--- src/rtl/sram_arb_pkg.sv ---
// Shared types and defaults for the data-SRAM port arbiter.
//   owner_t       : which requester currently holds the SRAM (or none)
//   MAX_HOLD_DEF  : default contention hold limit, in granted cycles
//   other_port()  : the opposite requester of CPU/DBG
package sram_arb_pkg;

    typedef enum logic [1:0] {
        OWN_NONE = 2'd0,
        OWN_CPU  = 2'd1,
        OWN_DBG  = 2'd2
    } owner_t;

    localparam int MAX_HOLD_DEF = 4;

    function automatic owner_t other_port(input owner_t o);
        return (o == OWN_CPU) ? OWN_DBG : OWN_CPU;
    endfunction

endpackage

--- src/rtl/sram_port_arbiter_if.sv ---
// Bundle of the two requester ports and the SRAM port around the arbiter.
//   cpu_* / dbg_* : req/we/addr/wdata in, gnt/rvalid/rdata out (per requester)
//   sram_*        : en/we/addr/wdata to the SRAM, rdata back (1-cycle latency)
// Modports:
//   slave  : the arbiter's view
//   master : the requesters' and SRAM model's view
interface sram_port_arbiter_if #(
    parameter int N         = 8,
    parameter int ADDR_BITS = 6
);
    logic                 cpu_req, cpu_we, cpu_gnt, cpu_rvalid;
    logic [ADDR_BITS-1:0] cpu_addr;
    logic [N-1:0]         cpu_wdata, cpu_rdata;

    logic                 dbg_req, dbg_we, dbg_gnt, dbg_rvalid;
    logic [ADDR_BITS-1:0] dbg_addr;
    logic [N-1:0]         dbg_wdata, dbg_rdata;

    logic                 sram_en, sram_we;
    logic [ADDR_BITS-1:0] sram_addr;
    logic [N-1:0]         sram_wdata, sram_rdata;

    modport slave (
        input  cpu_req, cpu_we, cpu_addr, cpu_wdata,
        output cpu_gnt, cpu_rvalid, cpu_rdata,
        input  dbg_req, dbg_we, dbg_addr, dbg_wdata,
        output dbg_gnt, dbg_rvalid, dbg_rdata,
        output sram_en, sram_we, sram_addr, sram_wdata,
        input  sram_rdata
    );

    modport master (
        output cpu_req, cpu_we, cpu_addr, cpu_wdata,
        input  cpu_gnt, cpu_rvalid, cpu_rdata,
        output dbg_req, dbg_we, dbg_addr, dbg_wdata,
        input  dbg_gnt, dbg_rvalid, dbg_rdata,
        input  sram_en, sram_we, sram_addr, sram_wdata,
        output sram_rdata
    );
endinterface

--- src/rtl/sram_port_arbiter.sv ---
// Round-robin arbiter for the single-port data SRAM, shared by the CPU
// load/store path and the debug/loader port.
//   clk   : rising-edge clock
//   rst_n : asynchronous active-low reset
//   bus   : requester and SRAM signals (sram_port_arbiter_if.slave)
// Grant is combinational from registered state and the current requests, so
// an access completes on the same edge it is requested. Under contention a
// requester keeps the SRAM for at most MAX_HOLD consecutive cycles; a sole
// requester is never cut off. Read data returns one cycle after the grant,
// steered to the port that issued the read.
module sram_port_arbiter
    import sram_arb_pkg::*;
#(
    parameter int N         = 8,
    parameter int ADDR_BITS = 6,
    parameter int MAX_HOLD  = MAX_HOLD_DEF
) (
    input  logic                clk,
    input  logic                rst_n,
    sram_port_arbiter_if.slave  bus
);

    localparam int             HW       = $clog2(MAX_HOLD) + 1;
    localparam logic [HW-1:0]  HOLD_MAX = HW'(MAX_HOLD);

    owner_t          owner_q, owner_d;
    owner_t          last_q, last_d;
    logic [HW-1:0]   hold_q, hold_d;
    logic            rd_cpu_q, rd_cpu_d;
    logic            rd_dbg_q, rd_dbg_d;
    owner_t          win;

    // Grant decision plus next state. Reset gates the grant so every output
    // is quiet while rst_n is low, even with requests asserted.
    always_comb begin
        win = OWN_NONE;
        if (rst_n) begin
            if (bus.cpu_req && !bus.dbg_req) begin
                win = OWN_CPU;
            end else if (bus.dbg_req && !bus.cpu_req) begin
                win = OWN_DBG;
            end else if (bus.cpu_req && bus.dbg_req) begin
                if (owner_q == OWN_NONE) begin
                    win = other_port(last_q);
                end else if (hold_q < HOLD_MAX) begin
                    win = owner_q;
                end else begin
                    win = other_port(owner_q);
                end
            end
        end

        owner_d = owner_q;
        last_d  = last_q;
        hold_d  = hold_q;
        if (win == OWN_NONE) begin
            owner_d = OWN_NONE;
            hold_d  = '0;
        end else if (win == owner_q) begin
            // Saturates so a lone streamer yields at once when contention appears.
            if (hold_q != HOLD_MAX) hold_d = hold_q + HW'(1);
        end else begin
            owner_d = win;
            last_d  = win;
            hold_d  = HW'(1);
        end

        rd_cpu_d = (win == OWN_CPU) && !bus.cpu_we;
        rd_dbg_d = (win == OWN_DBG) && !bus.dbg_we;
    end

    always_ff @(posedge clk or negedge rst_n) begin
        if (!rst_n) begin
            owner_q  <= OWN_NONE;
            last_q   <= OWN_DBG;   // CPU wins the first tie
            hold_q   <= '0;
            rd_cpu_q <= 1'b0;
            rd_dbg_q <= 1'b0;
        end else begin
            owner_q  <= owner_d;
            last_q   <= last_d;
            hold_q   <= hold_d;
            rd_cpu_q <= rd_cpu_d;
            rd_dbg_q <= rd_dbg_d;
        end
    end

    // SRAM side: mux from the winner, all zero when idle.
    always_comb begin
        bus.sram_we    = 1'b0;
        bus.sram_addr  = '0;
        bus.sram_wdata = '0;
        case (win)
            OWN_CPU: begin
                bus.sram_we    = bus.cpu_we;
                bus.sram_addr  = bus.cpu_addr;
                bus.sram_wdata = bus.cpu_wdata;
            end
            OWN_DBG: begin
                bus.sram_we    = bus.dbg_we;
                bus.sram_addr  = bus.dbg_addr;
                bus.sram_wdata = bus.dbg_wdata;
            end
            default: ;
        endcase
    end

    assign bus.cpu_gnt    = (win == OWN_CPU);
    assign bus.dbg_gnt    = (win == OWN_DBG);
    assign bus.sram_en    = bus.cpu_gnt | bus.dbg_gnt;

    assign bus.cpu_rvalid = rd_cpu_q;
    assign bus.dbg_rvalid = rd_dbg_q;
    assign bus.cpu_rdata  = rd_cpu_q ? bus.sram_rdata : '0;
    assign bus.dbg_rdata  = rd_dbg_q ? bus.sram_rdata : '0;

endmodule

--- src/flat_wrapper.sv ---
// flat-port wrapper written by rule: the top's interface ports become plain ports
module sram_port_arbiter_flat import sram_arb_pkg::*;
#(
    parameter int N         = 8,
    parameter int ADDR_BITS = 6,
    parameter int MAX_HOLD  = MAX_HOLD_DEF
)
  (clk, rst_n, bus_cpu_req, bus_cpu_we, bus_cpu_addr, bus_cpu_wdata, bus_cpu_gnt, bus_cpu_rvalid, bus_cpu_rdata, bus_dbg_req, bus_dbg_we, bus_dbg_addr, bus_dbg_wdata, bus_dbg_gnt, bus_dbg_rvalid, bus_dbg_rdata, bus_sram_en, bus_sram_we, bus_sram_addr, bus_sram_wdata, bus_sram_rdata);
  sram_port_arbiter_if #(.N(N), .ADDR_BITS(ADDR_BITS)) bus_i ();
  input  logic clk;
  input  logic rst_n;
  input wire logic [$bits(bus_i.cpu_req)-1:0] bus_cpu_req;
  input wire logic [$bits(bus_i.cpu_we)-1:0] bus_cpu_we;
  input wire logic [$bits(bus_i.cpu_addr)-1:0] bus_cpu_addr;
  input wire logic [$bits(bus_i.cpu_wdata)-1:0] bus_cpu_wdata;
  output wire logic [$bits(bus_i.cpu_gnt)-1:0] bus_cpu_gnt;
  output wire logic [$bits(bus_i.cpu_rvalid)-1:0] bus_cpu_rvalid;
  output wire logic [$bits(bus_i.cpu_rdata)-1:0] bus_cpu_rdata;
  input wire logic [$bits(bus_i.dbg_req)-1:0] bus_dbg_req;
  input wire logic [$bits(bus_i.dbg_we)-1:0] bus_dbg_we;
  input wire logic [$bits(bus_i.dbg_addr)-1:0] bus_dbg_addr;
  input wire logic [$bits(bus_i.dbg_wdata)-1:0] bus_dbg_wdata;
  output wire logic [$bits(bus_i.dbg_gnt)-1:0] bus_dbg_gnt;
  output wire logic [$bits(bus_i.dbg_rvalid)-1:0] bus_dbg_rvalid;
  output wire logic [$bits(bus_i.dbg_rdata)-1:0] bus_dbg_rdata;
  output wire logic [$bits(bus_i.sram_en)-1:0] bus_sram_en;
  output wire logic [$bits(bus_i.sram_we)-1:0] bus_sram_we;
  output wire logic [$bits(bus_i.sram_addr)-1:0] bus_sram_addr;
  output wire logic [$bits(bus_i.sram_wdata)-1:0] bus_sram_wdata;
  input wire logic [$bits(bus_i.sram_rdata)-1:0] bus_sram_rdata;
  assign bus_i.cpu_req = bus_cpu_req;
  assign bus_i.cpu_we = bus_cpu_we;
  assign bus_i.cpu_addr = bus_cpu_addr;
  assign bus_i.cpu_wdata = bus_cpu_wdata;
  assign bus_cpu_gnt = bus_i.cpu_gnt;
  assign bus_cpu_rvalid = bus_i.cpu_rvalid;
  assign bus_cpu_rdata = bus_i.cpu_rdata;
  assign bus_i.dbg_req = bus_dbg_req;
  assign bus_i.dbg_we = bus_dbg_we;
  assign bus_i.dbg_addr = bus_dbg_addr;
  assign bus_i.dbg_wdata = bus_dbg_wdata;
  assign bus_dbg_gnt = bus_i.dbg_gnt;
  assign bus_dbg_rvalid = bus_i.dbg_rvalid;
  assign bus_dbg_rdata = bus_i.dbg_rdata;
  assign bus_sram_en = bus_i.sram_en;
  assign bus_sram_we = bus_i.sram_we;
  assign bus_sram_addr = bus_i.sram_addr;
  assign bus_sram_wdata = bus_i.sram_wdata;
  assign bus_i.sram_rdata = bus_sram_rdata;
  sram_port_arbiter #(.N(N), .ADDR_BITS(ADDR_BITS), .MAX_HOLD(MAX_HOLD)) u_core (.clk(clk), .rst_n(rst_n), .bus(bus_i));
endmodule
--- config.mk ---
export PLATFORM = sky130hd
export DESIGN_NAME = sram_port_arbiter_flat
export DESIGN_NICKNAME = d
export VERILOG_FILES = /design/src/rtl/sram_arb_pkg.sv /design/src/rtl/sram_port_arbiter_if.sv /design/src/rtl/sram_port_arbiter.sv /design/src/flat_wrapper.sv
export SDC_FILE = /design/constraint.sdc
export NUM_CORES = 1
export LEC_CHECK = 0
export CAP_MARGIN = 20
export CORE_MARGIN = 2
export CORE_UTILIZATION = 36
export CTS_BUF_LIST = sky130_fd_sc_hd__clkbuf_8
export CTS_CLUSTER_DIAMETER = 50
export DETAILED_ROUTE_END_ITERATION = 10
export GPL_TIMING_DRIVEN = 1
export PLACE_DENSITY = 0.86
export SYNTH_ARGS = -nofsm -noshare
export SYNTH_HDL_FRONTEND = slang
export SYNTH_SLANG_ARGS = --single-unit
export TNS_END_PERCENT = 10
--- constraint.sdc ---
create_clock -name clk -period 4.4 [get_ports clk]
set_input_delay 0.88 -clock clk [delete_from_list [all_inputs] [get_ports clk]]
set_output_delay 0.88 -clock clk [all_outputs]
set_load 0.005 [all_outputs]
=== Word level (Yosys, flattened, before mapping) ===
Index checks and enable logic that the tools add are counted.

* Multiplexer cells: 18
* Bitwise logic cells: 3
* Magnitude comparators: 1
* $add $sub $neg: 1
* Reduce and logical (&&, ||, !) cells: 12
* Eq/ne operators: 8

{| class="wikitable"
|+ Operator list
! operator !! count
|-
| 2-to-1 mux 2 bit || 10
|-
| 2-to-1 mux 8 bit || 2
|-
| case mux 8 bit (2 select lines) || 1
|-
| case mux 6 bit (2 select lines) || 1
|-
| 2-to-1 mux 3 bit || 3
|-
| == test 2 x 1 -> 1 bit, second input constant || 3
|-
| logical AND 1 bit || 5
|-
| zero test 1 bit || 4
|-
| zero test 2 bit || 2
|-
| adder 3 x 1 -> 3 bit, second input constant || 1
|-
| < comparator 3 bit, second input constant || 1
|-
| inequality test 3 x 2 -> 1 bit, second input constant || 1
|-
| inequality test 3 bit, second input constant || 1
|-
| == test 2 bit || 1
|-
| == test 2 bit, second input constant || 1
|-
| inequality test 2 x 1 -> 1 bit, second input constant || 1
|-
| NOT 1 bit || 2
|-
| case mux 1 bit (2 select lines) || 1
|-
| AND reduction 2 bit || 1
|-
| bitwise OR 1 bit || 1
|}

* Register bits after elaboration: 9

=== Longest topological paths before layout ===
Gate-level depths: netlist (run 1).

* Depth in word-level cells: 11
* Mapped depth: 9
* Depth with buffers taken out: 8

=== Least setup slack after synthesis (run 1) ===
Ideal clock, no wire load.

* Path kind: register to output
* From: reg u_core.last_q[1]
* To: out bus_sram_addr[0]
* Setup slack: 1,323 ps
* Data arrival time: 2,197 ps
* Data required time: 3,520 ps
* Cell stages (with the launch flop): 10
* Path buffers: 2
* Cells stage by stage: dfstp_2 and2b_4 a211oi_1 a21oi_1 o211ai_1 ha_1 clkbuf_1 clkbuf_1 a22oi_1 nor2b_1

* Cells in the longest elaborated chain, start to end: 9
* Elaborated cells on any way between the ends: 10
* Classes of those cells: eq/ne (3); mux (7)

{| class="wikitable"
|+ RTL lines
! what !! line !! text
|-
| start: declaration || sram_port_arbiter.sv:27 || <nowiki>owner_t last_q, last_d;</nowiki>
|-
| start signal: assignment || sram_port_arbiter.sv:81 || <nowiki>last_q <= last_d;</nowiki>
|-
| == test 2 x 1 -> 1 bit || sram_arb_pkg.sv:16 || <nowiki>return (o == OWN_CPU) ? OWN_DBG : OWN_CPU;</nowiki>
|-
| 2-to-1 mux 2 bit || sram_arb_pkg.sv:16 ||
|-
| 2-to-1 mux 2 bit || sram_port_arbiter.sv:43 || <nowiki>if (owner_q == OWN_NONE) begin</nowiki>
|-
| 2-to-1 mux 2 bit || sram_port_arbiter.sv:42 || <nowiki>end else if (bus.cpu_req && bus.dbg_req) begin</nowiki>
|-
| 2-to-1 mux 2 bit || sram_port_arbiter.sv:40 || <nowiki>end else if (bus.dbg_req && !bus.cpu_req) begin</nowiki>
|-
| 2-to-1 mux 2 bit || sram_port_arbiter.sv:38 || <nowiki>if (bus.cpu_req && !bus.dbg_req) begin</nowiki>
|-
| 2-to-1 mux 2 bit || sram_port_arbiter.sv:37 || <nowiki>if (rst_n) begin</nowiki>
|-
| == test 2 x 1 -> 1 bit || -- ||
|-
| net bus_cpu_gnt || flat_wrapper.sv:16 || <nowiki>output wire logic [$bits(bus_i.cpu_gnt)-1:0] bus_cpu_gnt;</nowiki>
|-
| case mux 6 bit (2 select lines) || sram_port_arbiter.sv:93 || <nowiki>case (win)</nowiki>
|-
| end: declaration || flat_wrapper.sv:28 || <nowiki>output wire logic [$bits(bus_i.sram_addr)-1:0] bus_sram_addr;</nowiki>
|}

The timed path passes the listed nets, and every way through them passes these cells.

=== Final worst setup path (run 1) ===
* From: in rst_n
* To: out bus_sram_addr[3]

* Cells in the longest elaborated chain, start to end: 3
* Elaborated cells on any way between the ends: 4
* Classes of those cells: eq/ne (2); mux (2)

{| class="wikitable"
|+ RTL lines
! what !! line !! text
|-
| start: declaration || flat_wrapper.sv:11 || <nowiki>input logic rst_n;</nowiki>
|-
| 2-to-1 mux 2 bit * || sram_port_arbiter.sv:37 ||
|-
| == test 2 bit / == test 2 x 1 -> 1 bit (equally long branches) || sram_port_arbiter.sv:93 ||
|-
| case mux 6 bit (2 select lines) * || sram_port_arbiter.sv:93 ||
|}

Mark *: on every way between the ends. The rest lies on a longest branch, timed or not.

==> metrics.txt, run 1 <==
Synth top cells by count=17 x nor2b_1, 16 x and2_1, 15 x a22oi_1; GRT Overall Usage=21.4%; Remaining DRCs=0; Non-Filler Instances=~220; Routed Antenna Nets=0; Worst Hold Class=reg -> reg; Required @ worst endpoint=around 3500 ps; Clk pin slew, worst setup/hold paths=approximately 40 ps; htree depth=1; fin area=roughly 0.0018 mm²; worst setup margin=about 280 ps; Slew Viols, Final=0; CTS root buf=clkbuf_8; Core Region=approximately 0.0025 mm²; hold-critical path depth=1; layout cells sized above 1=between 7 and 8%; FMAX=243 MHz; pin count of the biggest net entering global routing=18; post-CTS setup buffers=0; WHS Endpoint=u_core.last_q[0]; I/O pin count=78; first-pass GRT wire length=between 4 and 5 mm; count of cell types in the netlist=32; worst reg2reg path endpoint=u_core.last_q[0]; number of synthesized flops with an enable pin=0; R2R Setup Slk=2140 ps; period utilisation layout=a little over nine tenths; post-synthesis register bit count=9; Max Clock Skew=around 0.68 ps; Layout Nets=236; Power Density=around 200 mW/mm²; Area after DPL=0.00174 mm²; Final min period=4120 ps; DP Cell Count=about 210; clock latency on the worst-skew pair=230 ps; area leader, netlist=dfrtp_1; die width=between 50 and 60 µm; Worst slew margin=between 70% and 80%; worst r2r src=u_core.last_q[1]; cts bufs inserted=3; Netlist Area Pre-Place=approximately 940 µm²; GP Congestion=between 0.7 and 0.8; Post-Place Setup Slack=~220 ps; drt wl/cell=between 10 and 15 µm; antenna cells=0; yosys warns=0; vias in the first global route=around 1100; cells on worst reg2reg path=8; Mapped Nets=around 160; vias=around 1100; Tightest Pin Transition=~380 ps; P_leak=0.702 nW; DR iter-0 viols=16; total gr overflow=0; Design Power=roughly 0.37 mW; row cnt=18; Final Hold Viols=0; TritonCTS clock tree=yes; initial cell density of the core=roughly 38%; RSZ-0062 raised after global routing=false; Synth top area share=between 20% and 30%; CP endpoint kind=primary output; drt pass-1 iters=4; final setup fails=0; Detailed Place HPWL=about 2.4 mm; sequential cell area fraction in the yosys report=around 24%; Die ar.=just over 0.003 mm²; Post-synth ARST share=100%; CP arrival=between 3000 and 4000 ps; Routed WL=2.94 mm; I/O Buffers=77; Sink Count=9; Mapped Cells=about 110; Post-Syn Area per Cell=8.62 µm²; worst-path maximum fanout=16; maximum vdd drop=a little over 0.2 mV; max-cap violations=0; Die Height=~55 µm; initial antenna violation count=0; hold_ws=527 ps; fillers=186; WS Path Type=in -> out; most common cell in the synthesized netlist=nor2b_1; setup TNS=0 ps; Finished Core Util=about 72%; Worst setup SP type=input pin; ys flop type=dfrtp_1; status=completed; routed vias/inst=between 4 and 5; CTS Buffer Depth=2; Hold Crit Start=u_core.last_q[0]; Area contributors post-synth=dfrtp_1 21%, a22oi_1 12%, nor2b_1 11%; Layout area overhead=90.1%
==> final cells by class <==
class                           instances  area [µm²]  area share [%]
Timing Repair Buffer                   79         786            44.0
Multi-Input combinational cell         89         669            37.5
Sequential cell                         9         226            12.7
Clock buffer                            3        41.3            2.31
Tap cell                               30        37.5            2.10
Inverter                                6        22.5            1.26
Clock inverter                          1        3.75           0.210
==> worst max-delay path, stage by stage <==
cell and delay [ps]:
clkdlybuf4s50_1 650, nand2_1 120, a21oi_1 270, inv_1 140
ha_2 480, nor2b_1 180, clkdlybuf4s50_1 520
==> sequential cells by signal, summed over array words and instances (netlist names) <==
signal,count
u_core.hold_q,3
u_core.bus.cpu_rvalid,1
u_core.owner_q,2
u_core.last_q,2
u_core.bus.dbg_rvalid,1
==> cells in the final DEF, fill, tap and decap left out, types with 2 or more instances in the layout <==
cell and n:
clkbuf_8 3, and2_1 16, inv_1 7, a22oi_1 15
dfrtp_1 8, ha_2 2, nand2_1 3, nor3_1 2
clkdlybuf4s50_1 77, o21ai_0 2, buf_4 2, a21oi_1 3
mux2i_1 3, ha_1 4, nor2b_1 17, mux2_4 2
nor2_1 4
==> routing by layer <==
| metal | vias to the layer above | part of all wire [%] | global-route usage, % | routed length, µm |
|---|---|---|---|---|
| met5 | - | 0 | 0 | 0 |
| met1 | 486 | 39 | 25.4 | 1150 |
| met4 | 0 | 0.95 | 6.10 | 28 |
| met3 | 5 | 7.8 | 5.91 | 230 |
| li1 | 540 | - | - | - |
| met2 | 47 | 52 | 37.5 | 1530 |
==> power breakdown <==
part	internal, mW	switching (mW)
sequential	0.0942	0.00874
clock	0.0606	0.0309
combinational	0.107	0.0639
==> worst max path at each step <==
| stage | start | end | slack (ps) | depth (start not counted) |
|---|---|---|---|---|
| 4_1_cts | rst_n | bus_sram_addr[3] | 200 | 7 |
| 3_5_place_dp | rst_n | bus_sram_we | 220 | 7 |
| 2_1_floorplan | u_core.last_q[1] | bus_sram_addr[0] | 1320 | 9 |
| 3_3_place_gp | rst_n | bus_sram_we | 330 | 7 |
| 5_1_grt | rst_n | bus_sram_addr[3] | 80 | 7 |
| 6_report | rst_n | bus_sram_addr[3] | 280 | 7 |
==> kinds of logic (layout without fill, tap and decap cells) <==
family,Yosys count,count (layout),synth area share (%)
flip-flops,9,9,24.1
adder cells (fa/ha/maj),6,6,7.99
buffers and inverters,11,89,5.19
AO/OA/AOI/OAI,26,26,20.6
multiplexers,5,5,6.39
XOR/XNOR,1,1,0.932
AND/OR/NAND/NOR,51,51,34.8
==> timing repair <==
action                                 4_1_cts  5_1_grt
resized for setup                            0        2
hold buffers                                 0        0
setup endpoints to repair                    0        8
endpoints found under the hold margin        0        0
No activity file was read; power rests on OpenSTA's default activity.
==> run 2, diff against run 1 <==
CAP_MARGIN = not set   (was 20)
CORE_UTILIZATION = 35   (was 36)
CTS_BUF_LIST = sky130_fd_sc_hd__clkbuf_8 sky130_fd_sc_hd__clkbuf_16   (was sky130_fd_sc_hd__clkbuf_8)
PLACE_DENSITY = 0.84   (was 0.86)
SKIP_CTS_REPAIR_TIMING = 1   (was not set)
==> run 2 against run 1 <==
- critical path depth is the same
- fmax decreased by 1.4%
- clock power rose by 2%
- clock skew rose by 4.2 ps
- register-to-register slack hardly changed
- global-route usage decreased by 2.5 points
- cell count did not move
- flip-flop and latch count unchanged
- non-clock buffer count stayed put
- sequential share of layout area is essentially flat
- hold slack worse by 11 ps
- worst setup slack got worse by 57 ps
- critical path type unchanged
- critical endpoint is now bus_sram_addr[4]
==> metrics.txt, run 2 (synthesis results as in run 1) <==
status=completed; GR Util met1=20.5%; CTS root buf=clkbuf_8; Routed Antenna Nets=0; Sink Count=9; final setup fails=0; drt wl/cell=approximately 14 µm; commonest non-fill, non-tap cells in the layout=77 x clkdlybuf4s50_1, 17 x nor2b_1, 16 x and2_1; antenna cells=0; initial antenna violation count=0; Final min period=around 4200 ps; Core Region=~0.0025 mm²; DR iter-0 viols=27; CP endpoint kind=primary output; I/O Buffers=77; commonest non-fill, non-tap cell in the layout=clkdlybuf4s50_1; cell mode on critical path=clkdlybuf4s50_1; setup TNS=0 ps; vias in the first global route=between 1000 and 1500; Worst Hold Class=reg -> reg; WS Path Type=in -> out; Power Density=~200 mW/mm²; total gr overflow=0; Layout Nets=about 240; Slew Viols, Final=0; GRT Overall Usage=18.9%; Final Hold Viols=0; fillers=roughly 180; layout cells sized above 1=6.95%; Largest Register=u_core.hold_q; cts bufs inserted=3; routing usage on met2=32.8%; Largest register FFs=3; Layout area overhead=89.9%; maximum vdd drop=0.139 mV; crit path cell chain=clkdlybuf4s50_1, nand2_1, a21oi_1, inv_1, ha_1, nor2b_1, clkdlybuf4s50_1; GP Congestion=0.760; TritonCTS clock tree=yes; period utilisation layout=94.9%; Die Height=roughly 56 µm; CP max stage cell=clkdlybuf4s50_1; vias=1115; Worst slew margin=~75%; Remaining DRCs=0; Largest regs=u_core.hold_q (3), u_core.last_q (2), u_core.owner_q (2); first-pass GRT wire length=around 4.8 mm; hold_ws=516 ps; max-cap violations=0; row cnt=18; CTS Buffer Depth=2; GRT met3 Usage=under 10%; Crit path largest cell delay=~660 ps; pin count of the biggest net entering global routing=17; RSZ-0062 raised after global routing=false; worst-path maximum fanout=16; Routed WL=3.06 mm; Tightest Pin Transition=374 ps; FMAX=roughly 240 MHz; die width=55.8 µm; htree depth=1; Detailed Place HPWL=between 2 and 3 mm; drt pass-1 iters=4; routed vias/inst=around 5.1; Worst setup SP type=input pin; Clk pin slew, worst setup/hold paths=about 50 ps; initial cell density of the core=a little under two fifths; clock latency on the worst-skew pair=between 200 and 250 ps; GR peak layer=met2; P_leak=~0.7 nW; R2R Setup Slk=~2100 ps; I/O pin count=between 70 and 80; CP arrival=roughly 3300 ps; Max Clock Skew=4.88 ps; Die ar.=a little over 0.003 mm²; Required @ worst endpoint=3520 ps
-- run 2: cell counts in the layout (fill, tap and decap cells not counted) --
Identical to the previous run, type by type.
-- run 2: worst paths after layout --
path | start | to | depth (start not counted)
setup / recovery | rst_n | bus_sram_addr[4] | 7
hold / removal | u_core.last_q[0] | u_core.last_q[0] | 1
setup reg to reg | u_core.last_q[1] | u_core.last_q[0] | 8
hold reg to reg | u_core.last_q[0] | u_core.last_q[0] | 1
max in group asynchronous | rst_n | u_core.last_q[1] | 2
min in group asynchronous | rst_n | u_core.owner_q[0] | 1
-- run 2: per-stage QoR --
stage	util [%]	power [mW]	cells	instance area (µm²)	setup WS, ps
2_1_floorplan	-	0.188	109	940	1320
3_3_place_gp	69.5	0.270	213	1740	279
3_5_place_dp	69.5	0.274	213	1740	213
4_1_cts	71.3	0.370	217	1780	204
5_1_grt	71.4	0.389	217	1780	27.1
6_report	71.4	0.367	217	1780	224
-- run 2: critical path, delay by kind of cell --
kind / cells / cell delay, ps
adders and majority gates: 1 / 530
AOI/OAI and AO/OA: 1 / 240
and+or+nand+nor: 2 / 320
buffers and inverters: 3 / 1320
-- run 2: cell type report --
class	instances	area, µm²	share of cell area (%)
well taps	30	37.5	2.10
inverters	6	22.5	1.26
repair buffers	79	786	44.0
flip-flops and latches	9	226	12.7
multi-input cells	89	667	37.4
clock buffers	3	41.3	2.31
clock inverters	1	3.75	0.210
-- run 2: power by group --
part           internal [mW]  switching, mW
combinational          0.107         0.0643
sequential            0.0941        0.00830
clock                 0.0608         0.0328
total                  0.262          0.105
-- run 2: routing by layer --
layer | up-vias | share of wire, %
met1 | 514 | 38
met2 | 52 | 50
met3 | 4 | 11
met4 | 0 | 1.1
met5 | - | 0
li1 | 545 | -
